File: src/rtl/adc_rx_pkg.sv
// adc_rx_pkg: shared state type and length/width helpers for the multi-lane serial ADC receiver
package adc_rx_pkg;

    typedef enum logic [1:0] {IDLE, ACTIVE, QUIET} state_t;

    function automatic int frame_len(input int lead, input int data_w, input int trail, input int quiet);
        return lead + data_w + trail + quiet;
    endfunction

    function automatic int cnt_w(input int max_val);
        return max_val < 2 ? 1 : $clog2(max_val + 1);
    endfunction

    localparam int DEF_FRAME_LEN = frame_len(1, 12, 1, 4);
    localparam int DEF_POS_W     = cnt_w(DEF_FRAME_LEN - 1);

endpackage

File: src/rtl/adc_rx_lane.sv
// adc_rx_lane: one ADC lane's shift register, framing check and averaging accumulator
module adc_rx_lane
    import adc_rx_pkg::*;
#(
    parameter int DATA_W    = 12,
    parameter int LEAD_BITS = 1,
    parameter int AVG_LOG2  = 0,
    parameter int POS_W     = DEF_POS_W
) (
    input  logic              sck,
    input  logic              rst,
    input  logic              smp,
    input  logic              fin,
    input  logic              clr,
    input  logic              grp_first,
    input  logic              grp_last,
    input  logic [POS_W-1:0]  pos,
    input  logic              miso,
    output logic [DATA_W-1:0] data,
    output logic              err
);

    localparam int ACC_W = DATA_W + AVG_LOG2;

    logic              is_lead, is_data, ferr, ferr_nx, gerr, gerr_nx;
    logic [DATA_W-1:0] sh, sh_nx;
    logic [ACC_W-1:0]  acc, sum;

    // classify the current bit and form the values as they stand after this edge's sample
    always_comb begin
        is_lead = int'(pos) < LEAD_BITS;
        is_data = !is_lead && int'(pos) < LEAD_BITS + DATA_W;
        sh_nx   = is_data ? DATA_W'({sh, miso}) : sh;
        ferr_nx = (pos == '0 ? 1'b0 : ferr) | (miso & !is_data);
        gerr_nx = (grp_first ? 1'b0 : gerr) | ferr_nx;
        sum     = (grp_first ? '0 : acc) + ACC_W'(sh_nx);
    end

    // shift in every active bit; fold completed kept frames into the group and publish on its last frame
    always_ff @(posedge sck or posedge rst) begin
        if (rst) begin
            sh   <= '0;
            ferr <= 1'b0;
            gerr <= 1'b0;
            acc  <= '0;
            data <= '0;
            err  <= 1'b0;
        end else begin
            err <= 1'b0;
            if (clr) begin
                acc  <= '0;
                gerr <= 1'b0;
            end
            if (smp) begin
                sh   <= sh_nx;
                ferr <= ferr_nx;
            end
            if (fin) begin
                acc  <= sum;
                gerr <= gerr_nx;
                if (grp_last) begin
                    data <= DATA_W'(sum >> AVG_LOG2);
                    err  <= gerr_nx;
                end
            end
        end
    end

endmodule

File: src/rtl/adc_serial_rx_multi.sv
// adc_serial_rx_multi: shared-cs_n serial ADC front end capturing N_CH lanes with warm-up discard and averaging
module adc_serial_rx_multi
    import adc_rx_pkg::*;
#(
    parameter int N_CH          = 2,
    parameter int DATA_W        = 12,
    parameter int LEAD_BITS     = 1,
    parameter int TRAIL_BITS    = 1,
    parameter int QUIET_CYC     = 4,
    parameter int WARMUP_FRAMES = 3,
    parameter int AVG_LOG2      = 0
) (
    input  logic                   sck,
    input  logic                   rst,
    input  logic                   en,
    input  logic [N_CH-1:0]        miso,
    output logic                   cs_n,
    output logic [N_CH*DATA_W-1:0] data_o,
    output logic                   valid_o,
    output logic [N_CH-1:0]        error_o
);

    localparam int ACTIVE_LEN = LEAD_BITS + DATA_W + TRAIL_BITS;
    localparam int FRAME_LEN  = frame_len(LEAD_BITS, DATA_W, TRAIL_BITS, QUIET_CYC);
    localparam int POS_W      = cnt_w(FRAME_LEN - 1);
    localparam int WU_W       = cnt_w(WARMUP_FRAMES);
    localparam int GRP_W      = AVG_LOG2 > 0 ? AVG_LOG2 : 1;

    state_t           state, state_nx;
    logic [POS_W-1:0] pos, pos_nx;
    logic [WU_W-1:0]  wu_cnt;
    logic [GRP_W-1:0] grp_cnt;
    logic             smp, last_bit, end_frm, keep, fin, grp_first, grp_last, clr;

    // frame sequencing: next state and frame position, plus the per-edge strobes for the lanes
    always_comb begin
        smp       = state == ACTIVE;
        last_bit  = smp && pos == POS_W'(ACTIVE_LEN - 1);
        end_frm   = state == QUIET && pos == POS_W'(FRAME_LEN - 1);
        keep      = wu_cnt == WU_W'(WARMUP_FRAMES);
        fin       = last_bit && keep;
        grp_first = grp_cnt == '0;
        grp_last  = grp_cnt == GRP_W'((1 << AVG_LOG2) - 1);
        clr       = state == IDLE;
        state_nx  = state == ACTIVE ? (last_bit ? QUIET : ACTIVE) :
                    state == QUIET  ? (end_frm ? (en ? ACTIVE : IDLE) : QUIET) :
                    (en ? ACTIVE : IDLE);
        pos_nx    = (state == ACTIVE || (state == QUIET && !end_frm)) ? pos + 1'b1 : '0;
    end

    // FSM state, frame position and the registered chip select
    always_ff @(posedge sck or posedge rst) begin
        if (rst) begin
            state <= IDLE;
            pos   <= '0;
            cs_n  <= 1'b1;
        end else begin
            state <= state_nx;
            pos   <= pos_nx;
            cs_n  <= state_nx != ACTIVE;
        end
    end

    // warm-up discard and averaging-group bookkeeping; both restart whenever the receiver idles
    always_ff @(posedge sck or posedge rst) begin
        if (rst) begin
            wu_cnt  <= '0;
            grp_cnt <= '0;
            valid_o <= 1'b0;
        end else begin
            valid_o <= fin && grp_last;
            if (clr) begin
                wu_cnt  <= '0;
                grp_cnt <= '0;
            end else if (last_bit) begin
                if (!keep)
                    wu_cnt <= wu_cnt + 1'b1;
                else
                    grp_cnt <= grp_last ? '0 : grp_cnt + 1'b1;
            end
        end
    end

    for (genvar i = 0; i < N_CH; i++) begin : g_lane
        adc_rx_lane #(
            .DATA_W   (DATA_W),
            .LEAD_BITS(LEAD_BITS),
            .AVG_LOG2 (AVG_LOG2),
            .POS_W    (POS_W)
        ) u_lane (
            .sck      (sck),
            .rst      (rst),
            .smp      (smp),
            .fin      (fin),
            .clr      (clr),
            .grp_first(grp_first),
            .grp_last (grp_last),
            .pos      (pos),
            .miso     (miso[i]),
            .data     (data_o[i*DATA_W +: DATA_W]),
            .err      (error_o[i])
        );
    end

endmodule
File: config.mk
export PLATFORM = sky130hd
export DESIGN_NAME = adc_serial_rx_multi
export DESIGN_NICKNAME = d
export VERILOG_FILES = /design/src/rtl/adc_rx_pkg.sv /design/src/rtl/adc_rx_lane.sv /design/src/rtl/adc_serial_rx_multi.sv
export SDC_FILE = /design/constraint.sdc
export NUM_CORES = 1
export LEC_CHECK = 0
export ABC_AREA = 1
export CAP_MARGIN = 20
export CORE_MARGIN = 2
export CORE_UTILIZATION = 40
export DETAILED_ROUTE_END_ITERATION = 10
export HOLD_SLACK_MARGIN = 0.06
export PLACE_DENSITY = 0.59
export RECOVER_POWER = 100
export SYNTH_ARGS = -nofsm -noshare
export SYNTH_HDL_FRONTEND = slang
export SYNTH_SLANG_ARGS = --single-unit
export TNS_END_PERCENT = 30
File: constraint.sdc
create_clock -name sck -period 2.7 [get_ports sck]
set_input_delay 0.54 -clock sck [delete_from_list [all_inputs] [get_ports sck]]
set_output_delay 0.54 -clock sck [all_outputs]
set_load 0.005 [all_outputs]
==> results.cfg, run 1 <==
[yosys]
syn_area_um2 = 3015
synth_nets = 376
synth_area_leader_cell = dfrtp_1
synthTopCellsByArea = dfrtp_1 51%, nand2_1 18%, nand3_1 9.0%, nand4_1 5.0%, inv_1 4.4%
yosysTopAreaCellShare_pct = 51.45
netlist_instances = 367
ys_seq_elements = 63
ys_warn_count = 0
syn_area_per_cell_um2 = 8.216
synth_cell_types = 24
ys_seq_area_share_pct = 52.32

[cts]
cts_tree = done
clock_sinks = 63
root_buffer = clkbuf_8
postCtsSetupBuffers = 0
cts_buffers = 9
cts_max_level = 3
cts_resized = 0
clk_path_buf_depth = 2
clk_latency_ns = 0.34
clk_pin_slew_ns = 0.06
ctsHoldBuffers = 0

[timing]
report.final.hold_viol_count = 0
slew_headroom_pct = 28.63
fin_crit_ns = 2.073
finalCritPeriodShare_pct = 76.78
worst_pin_slew_ns = 1.069
rsz0062_at_grt = false
holdWs_ns = 0.4707
drv_slew = 0
setup_viol = 0
tns_ns = 0
max_freq_mhz = 482.4
setup_ws_ns = 0.6269
skew_ns = 0.007490

[routing]
dr_total_vias = 2483
drt_pass1_iterations = 4
final_antenna_net_count = 0
drt_wl_total_um = 6316
vias_per_cell = 4.946
drt_iter0_markers = 119
wire_per_inst_um = 12.58
drcViolationCount = 0

[finish]
multiInputGateArea_um2 = 1165
fin_nets = 407
drive_gt1_share_pct = 7.940
antenna_cells = 0
final_area_um2 = 3566
final_common_cell = nand2_1
fillCellCount = 748
seqCellArea_um2 = 1578
final_cell_mix = 142 x nand2_1, 62 x dfrtp_1, 55 x nand3_1
syn2layout_area_growth_pct = 18.26

[die]
die_h_um = 90.83
core_um2 = 7292
die-area_um2 = 8249
ios = 33
die_w_um = 90.83
std_cell_rows = 31
start_util_pct = 41.35

[setup_path]
cp-end-kind = flip-flop
worstPathMaxFanout = 26
critical_path_arrival_ns = 2.30
cp-start-kind = flip-flop
crit_type = reg2reg
cp.required_ns = 2.93

[run_status]
status = completed

[power]
powerDensity_nw_per_um2 = 1061
peakVddDrop_uv = 460.8
p_leak_nw = 1.994
p_total_mw = 3.783

[grt]
grt_max_degree = 38
gr-total-overflow = 0
grt_pass1_vias = 2471
grt_first_pass_wirelength_um = 11220
antenna_found_initial = 0
grtUsageTotal_pct = 16.97

[hold_path]
hold_class = reg2reg

[place]
preCtsSetupSlack_ns = 0.7007
dp_hpwl_um = 3987
port_buffers = 32
place_congestion = 0.7507
dpl_cell_area_um2 = 3407

[run]
maxCapViolations = 0
## cells in the mapped netlist
library cell,count
buf_6,2
or2_2,1
ha_1,4
buf_2,4
nand2_1,142
inv_1,35
dfstp_2,1
xor2_1,2
buf_4,6
clkbuf_1,4
inv_2,4
nand3b_1,1
buf_1,2
nand3_4,1
nand4_1,24
dfrtp_1,62
and2_1,1
nand3_1,54
xnor2_1,1
nand3_2,1
nor2_8,2
nor2_1,9
nand2_2,2
a21oi_2,2
## worst max-delay path: stages (launching register included)
cell and delay (ns):
dfrtp_1 0.41, inv_1 0.11, ha_1 0.17, inv_1 0.04
nor2_1 0.08, nand3_1 0.24, nor2_8 0.41, inv_2 0.29
nand2_1 0.13, nand2_1 0.06
## final cells by class
type	count	share of cell area [%]
multi-input combinational	247	32.67
inverter	39	4.105
sequential	63	44.25
timing repair buffer	38	10.60
tap	99	3.474
clock buffer	12	4.351
clock inverter	4	0.5614
## worst paths after layout
| path | slack (ns) | to | depth (start not counted) | startpoint |
|---|---|---|---|---|
| worst max-delay path | 0.63 | g_lane[0].u_lane.data[1]$_DFFE_PP0P_ | 9 | pos[1]$_DFF_PP0_ |
| worst min-delay path | 0.47 | g_lane[0].u_lane.data[11]$_DFFE_PP0P_ | 2 | g_lane[0].u_lane.data[11]$_DFFE_PP0P_ |
| worst max register to register | 0.63 | g_lane[0].u_lane.data[1]$_DFFE_PP0P_ | 9 | pos[1]$_DFF_PP0_ |
| worst min register to register | 0.47 | g_lane[0].u_lane.data[11]$_DFFE_PP0P_ | 2 | g_lane[0].u_lane.data[11]$_DFFE_PP0P_ |
| max in group asynchronous | 1.06 | g_lane[1].u_lane.data[2]$_DFFE_PP0P_ | 3 | rst |
| min in group asynchronous | 0.90 | g_lane[0].u_lane.data[8]$_DFFE_PP0P_ | 2 | rst |
## power breakdown
part | switching [mW] | leakage [nW] | total, mW | internal (mW)
combinational | 1.06 | 1.12 | 1.64 | 0.575
clock | 0.350 | 0.0959 | 0.727 | 0.377
sequential | 0.162 | 0.782 | 1.42 | 1.25
total | 1.58 | 1.99 | 3.78 | 2.21
## metrics by stage
| stage | util (%) | cells |
|---|---|---|
| floorplan | - | 367 |
| global placement | 46.72 | 486 |
| detailed placement | 46.72 | 486 |
| CTS | 49.12 | 502 |
| global route | 48.90 | 502 |
| finish | 48.90 | 502 |
## routing by layer
layer	up-vias	GRT usage, %	share of wire [%]
li1	1231	-	-
met1	1213	21.54	47
met2	30	28.17	48
met3	9	3.756	3.0
met4	0	6.818	1.8
met5	-	0	0
## sequential cells by signal, indices dropped and copies added, names as in the netlist
signal              cells
g_lane.u_lane.err       2
cs_n                    1
valid_o                 1
wu_cnt                  2
pos                     5
state                   2
g_lane.u_lane.sh       24
g_lane.u_lane.data     24
g_lane.u_lane.ferr      2
## logic make-up (layout without fill, tap and decap cells)
| family | Yosys count | in the layout | share of synthesized area [%] |
|---|---|---|---|
| AND/OR/NAND/NOR | 238 | 238 | 36.06 |
| flip-flops | 63 | 63 | 52.32 |
| buffers and inverters | 57 | 93 | 8.506 |
| adder cells (fa/ha/maj) | 4 | 4 | 1.660 |
| XOR/XNOR | 3 | 3 | 0.8715 |
| AO/OA/AOI/OAI | 2 | 2 | 0.5810 |
Note: power is estimated with default switching activity, not from simulation.
==> run 2: changes to the inputs <==
--- a/config.mk
+++ b/config.mk
@@ -11,7 +11,7 @@
 export CORE_UTILIZATION = 40
 export DETAILED_ROUTE_END_ITERATION = 10
 export HOLD_SLACK_MARGIN = 0.06
-export PLACE_DENSITY = 0.59
+export PLACE_DENSITY = 0.61
 export RECOVER_POWER = 100
 export SYNTH_ARGS = -nofsm -noshare
 export SYNTH_HDL_FRONTEND = slang
==> constraint.sdc (replaced) <==
create_clock -name sck -period 1.7 [get_ports sck]
set_input_delay 0.34 -clock sck [delete_from_list [all_inputs] [get_ports sck]]
set_output_delay 0.34 -clock sck [all_outputs]
set_load 0.005 [all_outputs]
==> results.cfg, run 2 (synthesis results as in run 1) <==
[grt]
grt_pass1_vias = 2488
grt-busiest-layer = met2
grt_first_pass_wirelength_um = 11510
met2_usage_pct = 28.36
grt_max_degree = 28
grt_util_met1_pct = 22.55
grtUsageTotal_pct = 17.57
gr-total-overflow = 0
met3_usage_pct = 6.177
antenna_found_initial = 0

[timing]
max_freq_mhz = 611.1
setup_viol = 0
skew_ns = 0.01069
report.final.hold_viol_count = 0
finalCritPeriodShare_pct = 96.26
rsz0062_at_grt = false
drv_slew = 0
fin_crit_ns = 1.636
tns_ns = 0
slew_headroom_pct = 59.23
worst_pin_slew_ns = 0.6115

[finish]
final_area_um2 = 3687
largestRegisters = g_lane.u_lane.data x24, g_lane.u_lane.sh x24, pos x5
fin_nets = 418
final_cell_mix = 143 x nand2_1, 62 x dfrtp_1, 54 x nand3_1
syn2layout_area_growth_pct = 22.28
antenna_cells = 0
fillCellCount = 717
final_common_cell = nand2_1
drive_gt1_share_pct = 10.46

[run]
maxCapViolations = 0

[setup_path]
reg2reg_to = g_lane[0].u_lane.data[6]$_DFFE_PP0P_
r2r_start = pos[1]$_DFF_PP0_
crit_chain = dlygate4sd3_1
ff2ff_setup_slack_ns = 0.10
crit_family = buffers and inverters
worstPathMaxFanout = 2
cpPeakStageDelay_ns = 0.57
slowest_stage = dlygate4sd3_1
crit_type = reg2out
cp-end-kind = output port
cp_num_buf_inv = 1
critical_path_arrival_ns = 1.30
rr_worst_depth = 9
cp.required_ns = 1.36
cp-start-kind = flip-flop

[cts]
clk_latency_ns = 0.34
root_buffer = clkbuf_8
cts_buffers = 9
clock_sinks = 63
cts_tree = done
clk_path_buf_depth = 2
cts_max_level = 3
ctsHoldBuffers = 0
clk_pin_slew_ns = 0.07

[die]
ios = 33
core_um2 = 7292
start_util_pct = 41.35
std_cell_rows = 31
die_h_um = 90.83
die-area_um2 = 8249
die_w_um = 90.83

[power]
peakVddDrop_uv = 755.3
p_leak_nw = 2.035
p_total_mw = 6.155
powerDensity_nw_per_um2 = 1669

[place]
dp_hpwl_um = 4121
dpl_cell_area_um2 = 3461
place_congestion = 0.7710
port_buffers = 32

[routing]
drcViolationCount = 0
wire_per_inst_um = 13.16
drt_iter0_markers = 120
final_antenna_net_count = 0
vias_per_cell = 4.953
drt_pass1_iterations = 4
dr_total_vias = 2526
drt_wl_total_um = 6713

[hold_path]
holdPathEnd = g_lane[0].u_lane.data[9]$_DFFE_PP0P_
min_from = g_lane[0].u_lane.data[9]$_DFFE_PP0P_
hold_class = reg2reg
holdPathStages = 2

[run_status]
status = completed
run 2: cell type report:
| type | count | area (µm²) | share of cell area, % |
|---|---|---|---|
| flip-flops and latches | 63 | 1578 | 42.79 |
| multi-input cells | 247 | 1181 | 32.03 |
| repair buffers | 49 | 485.5 | 13.17 |
| inverters | 39 | 152.6 | 4.140 |
| clock buffers | 11 | 131.4 | 3.563 |
| well taps | 99 | 123.9 | 3.359 |
| clock inverters | 2 | 35.03 | 0.9501 |
run 2: power breakdown:
part	internal [mW]	switching [mW]
clock network	0.651	0.532
registers	1.99	0.265
logic	0.952	1.76
run 2: worst max-delay path by stage:
stage | startpoint | end | slack, ns | depth (start not counted)
after floorplan | pos[1]$_DFF_PP0_ | g_lane[1].u_lane.data[11]$_DFFE_PP0P_ | 0.19 | 10
after global placement | pos[1]$_DFF_PP0_ | g_lane[1].u_lane.data[0]$_DFFE_PP0P_ | 0.07 | 9
after detailed placement | pos[1]$_DFF_PP0_ | g_lane[0].u_lane.data[0]$_DFFE_PP0P_ | 0.002 | 9
after CTS | pos[1]$_DFF_PP0_ | g_lane[0].u_lane.data[9]$_DFFE_PP0P_ | 0.05 | 9
after global routing | pos[1]$_DFF_PP0_ | g_lane[0].u_lane.data[7]$_DFFE_PP0P_ | 0.003 | 9
final | g_lane[1].u_lane.data[10]$_DFFE_PP0P_ | data_o[22] | 0.06 | 1
run 2: through the flow:
step                utilization, %  std cells  worst slack (ns)  hold slack, ns
global placement             47.46        491           0.06515          0.4620
floorplan                        -        367            0.1930          0.4491
finish                       50.57        510           0.06359          0.4717
CTS                          49.76        504           0.04512          0.3462
global route                 50.57        510          0.003420          0.4915
detailed placement           47.46        491          0.001720          0.4650
run 2: layer usage:
metal	part of all wire [%]	routed length [µm]	vias up
met1	46	3088	1188
met4	1.8	123	0
li1	-	-	1256
met5	0	0	-
met3	4.9	329	17
met2	47	3172	65
run 2: what timing repair did:
action | CTS | global route
hold endpoints to repair | 0 | 0
setup endpoints to repair | 9 | 23
pin swaps | 0 | 2
cloned | 0 | 2
setup buffers | 0 | 4
gates resized for setup | 2 | 9
==> run 3: changes to the inputs <==
--- a/config.mk
+++ b/config.mk
@@ -10,10 +10,13 @@
 export CORE_MARGIN = 2
 export CORE_UTILIZATION = 40
 export DETAILED_ROUTE_END_ITERATION = 10
+export DONT_BUFFER_PORTS = 1
 export HOLD_SLACK_MARGIN = 0.06
-export PLACE_DENSITY = 0.61
+export PLACE_DENSITY = 0.55
 export RECOVER_POWER = 100
+export SLEW_MARGIN = 5
 export SYNTH_ARGS = -nofsm -noshare
 export SYNTH_HDL_FRONTEND = slang
+export SYNTH_HIERARCHICAL = 1
 export SYNTH_SLANG_ARGS = --single-unit
 export TNS_END_PERCENT = 30
==> results.cfg, run 3 <==
[die]
start_util_pct = 40.40
std_cell_rows = 42
die_h_um = 119.0
core_um2 = 13090
die-area_um2 = 14150
ios = 33
die_w_um = 119.0

[run]
maxCapViolations = 0

[yosys]
ys_warn_count = 6
synthTopCellsByArea = dfrtp_1 42%, nand2_1 11%, inv_1 7.7%, ha_1 5.9%, nor2_1 4.7%
yosysMostFrequentCell = nand2_1
synth_enable_flop_cells = 0
synth_ff_type = dfrtp_1
yosysTopAreaCellShare_pct = 41.66
ys_seq_area_share_pct = 42.15
syn_area_um2 = 5286
netlist_instances = 673
synth_area_leader_cell = dfrtp_1
ys_seq_elements = 89
synth_common_cells = 157 x nand2_1, 108 x inv_1, 88 x dfrtp_1
synth_cell_types = 34
syn_area_per_cell_um2 = 7.855
async_flop_share_pct = 100.0

[place]
port_buffers = 0
dp_hpwl_um = 9025
place_congestion = 0.8868
dpl.cell_count = 916

[power]
powerDensity_nw_per_um2 = 2072
p_leak_nw = 3.561
peakVddDrop_uv = 878.5

[timing]
worst_pin_slew_ns = 1.028
slew_headroom_pct = 31.50
max_freq_mhz = 538.1
skew_ns = 0.006305
finalCritPeriodShare_pct = 109.3
fin_crit_ns = 1.859
report.final.hold_viol_count = 0
setup_ws_ns = -0.1585
setup_viol = 36
rsz0062_at_grt = true
drv_slew = 0

[grt]
antenna_found_initial = 0
grtUsageTotal_pct = 18.94
grt_first_pass_wirelength_um = 21290
grt_pass1_vias = 4473
gr-total-overflow = 0
grt_max_degree = 55

[cts]
cts_tree = done
root_buffer = clkbuf_16
clk_path_buf_depth = 2
clk_latency_ns = 0.35
clock_sinks = 89
cts_max_level = 3
clk_pin_slew_ns = 0.06
cts_buffers = 9

[setup_path]
ff2ff_setup_slack_ns = -0.16
worstPathMaxFanout = 8
cp.required_ns = 1.97
cp-start-kind = flip-flop
r2r_start = pos[2]$_DFF_PP0_
crit_type = reg2reg
rr_worst_depth = 9
cp-end-kind = flip-flop
reg2reg_to = g_lane[0].u_lane/acc[1]$_DFFE_PP0P_
critical_path_arrival_ns = 2.13

[finish]
antenna_cells = 0
final_common_cell = nand2_1
drive_gt1_share_pct = 31.83
instances_no_fill = 952
final_cell_mix = 141 x nand2_1, 92 x inv_1, 85 x dfrtp_1
largestRegisters = g_lane.u_lane/acc x24, g_lane.u_lane/data x24, g_lane.u_lane/sh x24
postLayoutCoreUtil_pct = 54.94
syn2layout_area_growth_pct = 36.00
fin_nets = 803

[routing]
final_antenna_net_count = 0
dr_total_vias = 4581
drt_wl_total_um = 13010
drt_pass1_iterations = 6
drcViolationCount = 0
drt_iter0_markers = 293
vias_per_cell = 4.812
wire_per_inst_um = 13.67

[hold_path]
min_from = en
holdPathStages = 2
hold_class = in2reg
holdPathEnd = state[0]$_DFF_PP0_

[run_status]
violations = negative setup slack
status = finished, violations left
==> run 3: through the flow <==
| stage | worst slack (ns) | TNS [ns] | area (µm²) | total power [mW] | hold slack (ns) |
|---|---|---|---|---|---|
| final | -0.1585 | -2.834 | 7189 | 14.90 | 0.1678 |
| after CTS | -0.1402 | -3.052 | 6880 | 13.97 | 0.1562 |
| after global placement | -0.2032 | -6.001 | 6127 | 10.46 | 0.2502 |
| after detailed placement | -0.2259 | -7.242 | 6127 | 10.65 | 0.2513 |
| after global routing | -0.2461 | -7.694 | 7189 | 16.10 | 0.1756 |
| after floorplan | -0.04338 | -0.6038 | 5406 | 8.133 | 0.1917 |
==> run 3: per-layer routing <==
| metal | up-vias | track usage, % | part of all wire, % |
|---|---|---|---|
| met5 | - | 0 | 0 |
| met4 | 0 | 6.622 | 1.8 |
| met3 | 14 | 3.017 | 3.2 |
| met2 | 70 | 30.68 | 48 |
| met1 | 2169 | 25.78 | 47 |
| li1 | 2328 | - | - |
==> run 3: kinds of logic (layout without fill, tap and decap cells) <==
kind of cell             count (synthesis)  count (layout)  share of synthesized area [%]
flip-flops                              89              89                          42.15
adder cells (fa/ha/maj)                 27              27                          6.675
AND/OR/NAND/NOR                        299             302                          24.92
buffers and inverters                  127             216                          9.775
AO/OA/AOI/OAI                          115             115                          13.92
other                                    1              12                        0.07094
XOR/XNOR                                15              15                          2.485
==> run 3: where the power goes <==
group	internal (mW)	leakage, nW	switching (mW)
registers	2.80	1.17	0.398
clock network	1.22	0.149	0.851
logic	4.54	2.24	5.09
==> run 3: area by class of cell <==
type                    count  area (µm²)
clock inverters             4       51.30
inverters                 109       427.9
multi-input cells         471        3211
clock buffers              12       256.5
repair buffers             91       790.8
fillers                  1197        5896
flip-flops and latches     89        2232
well taps                 176       220.2
==> run 3: worst max path at each step <==
| stage | startpoint | end | slack [ns] | depth (start not counted) |
|---|---|---|---|---|
| floorplan | pos[2]$_DFF_PP0_ | g_lane[0].u_lane/acc[6]$_DFFE_PP0P_ | -0.04 | 10 |
| global placement | pos[0]$_DFF_PP0_ | g_lane[1].u_lane/acc[4]$_DFFE_PP0P_ | -0.20 | 10 |
| detailed placement | pos[0]$_DFF_PP0_ | g_lane[1].u_lane/data[5]$_DFFE_PP0P_ | -0.23 | 11 |
| CTS | pos[1]$_DFF_PP0_ | g_lane[0].u_lane/acc[1]$_DFFE_PP0P_ | -0.14 | 8 |
| global route | pos[1]$_DFF_PP0_ | g_lane[1].u_lane/acc[1]$_DFFE_PP0P_ | -0.25 | 11 |
| finish | pos[2]$_DFF_PP0_ | g_lane[0].u_lane/acc[1]$_DFFE_PP0P_ | -0.16 | 9 |
==> run 3: worst max-delay path: stages, from the launching register on <==
cell,delay (ns)
dfrtp_2,0.45
nand2_1,0.08
inv_1,0.04
nand2_2,0.08
nand3_4,0.14
buf_6,0.18
nand2_2,0.07
o21ai_4,0.06
fa_1,0.49
o22ai_2,0.17
==> run 3: timing repair <==
item,in CTS,in global routing
hold buffers,1,0
pin swaps,51,33
gates cloned,3,0
buffers inserted,13,4
endpoints found under the setup margin,51,52
endpoints found under the hold margin,88,0
resized for setup,73,56
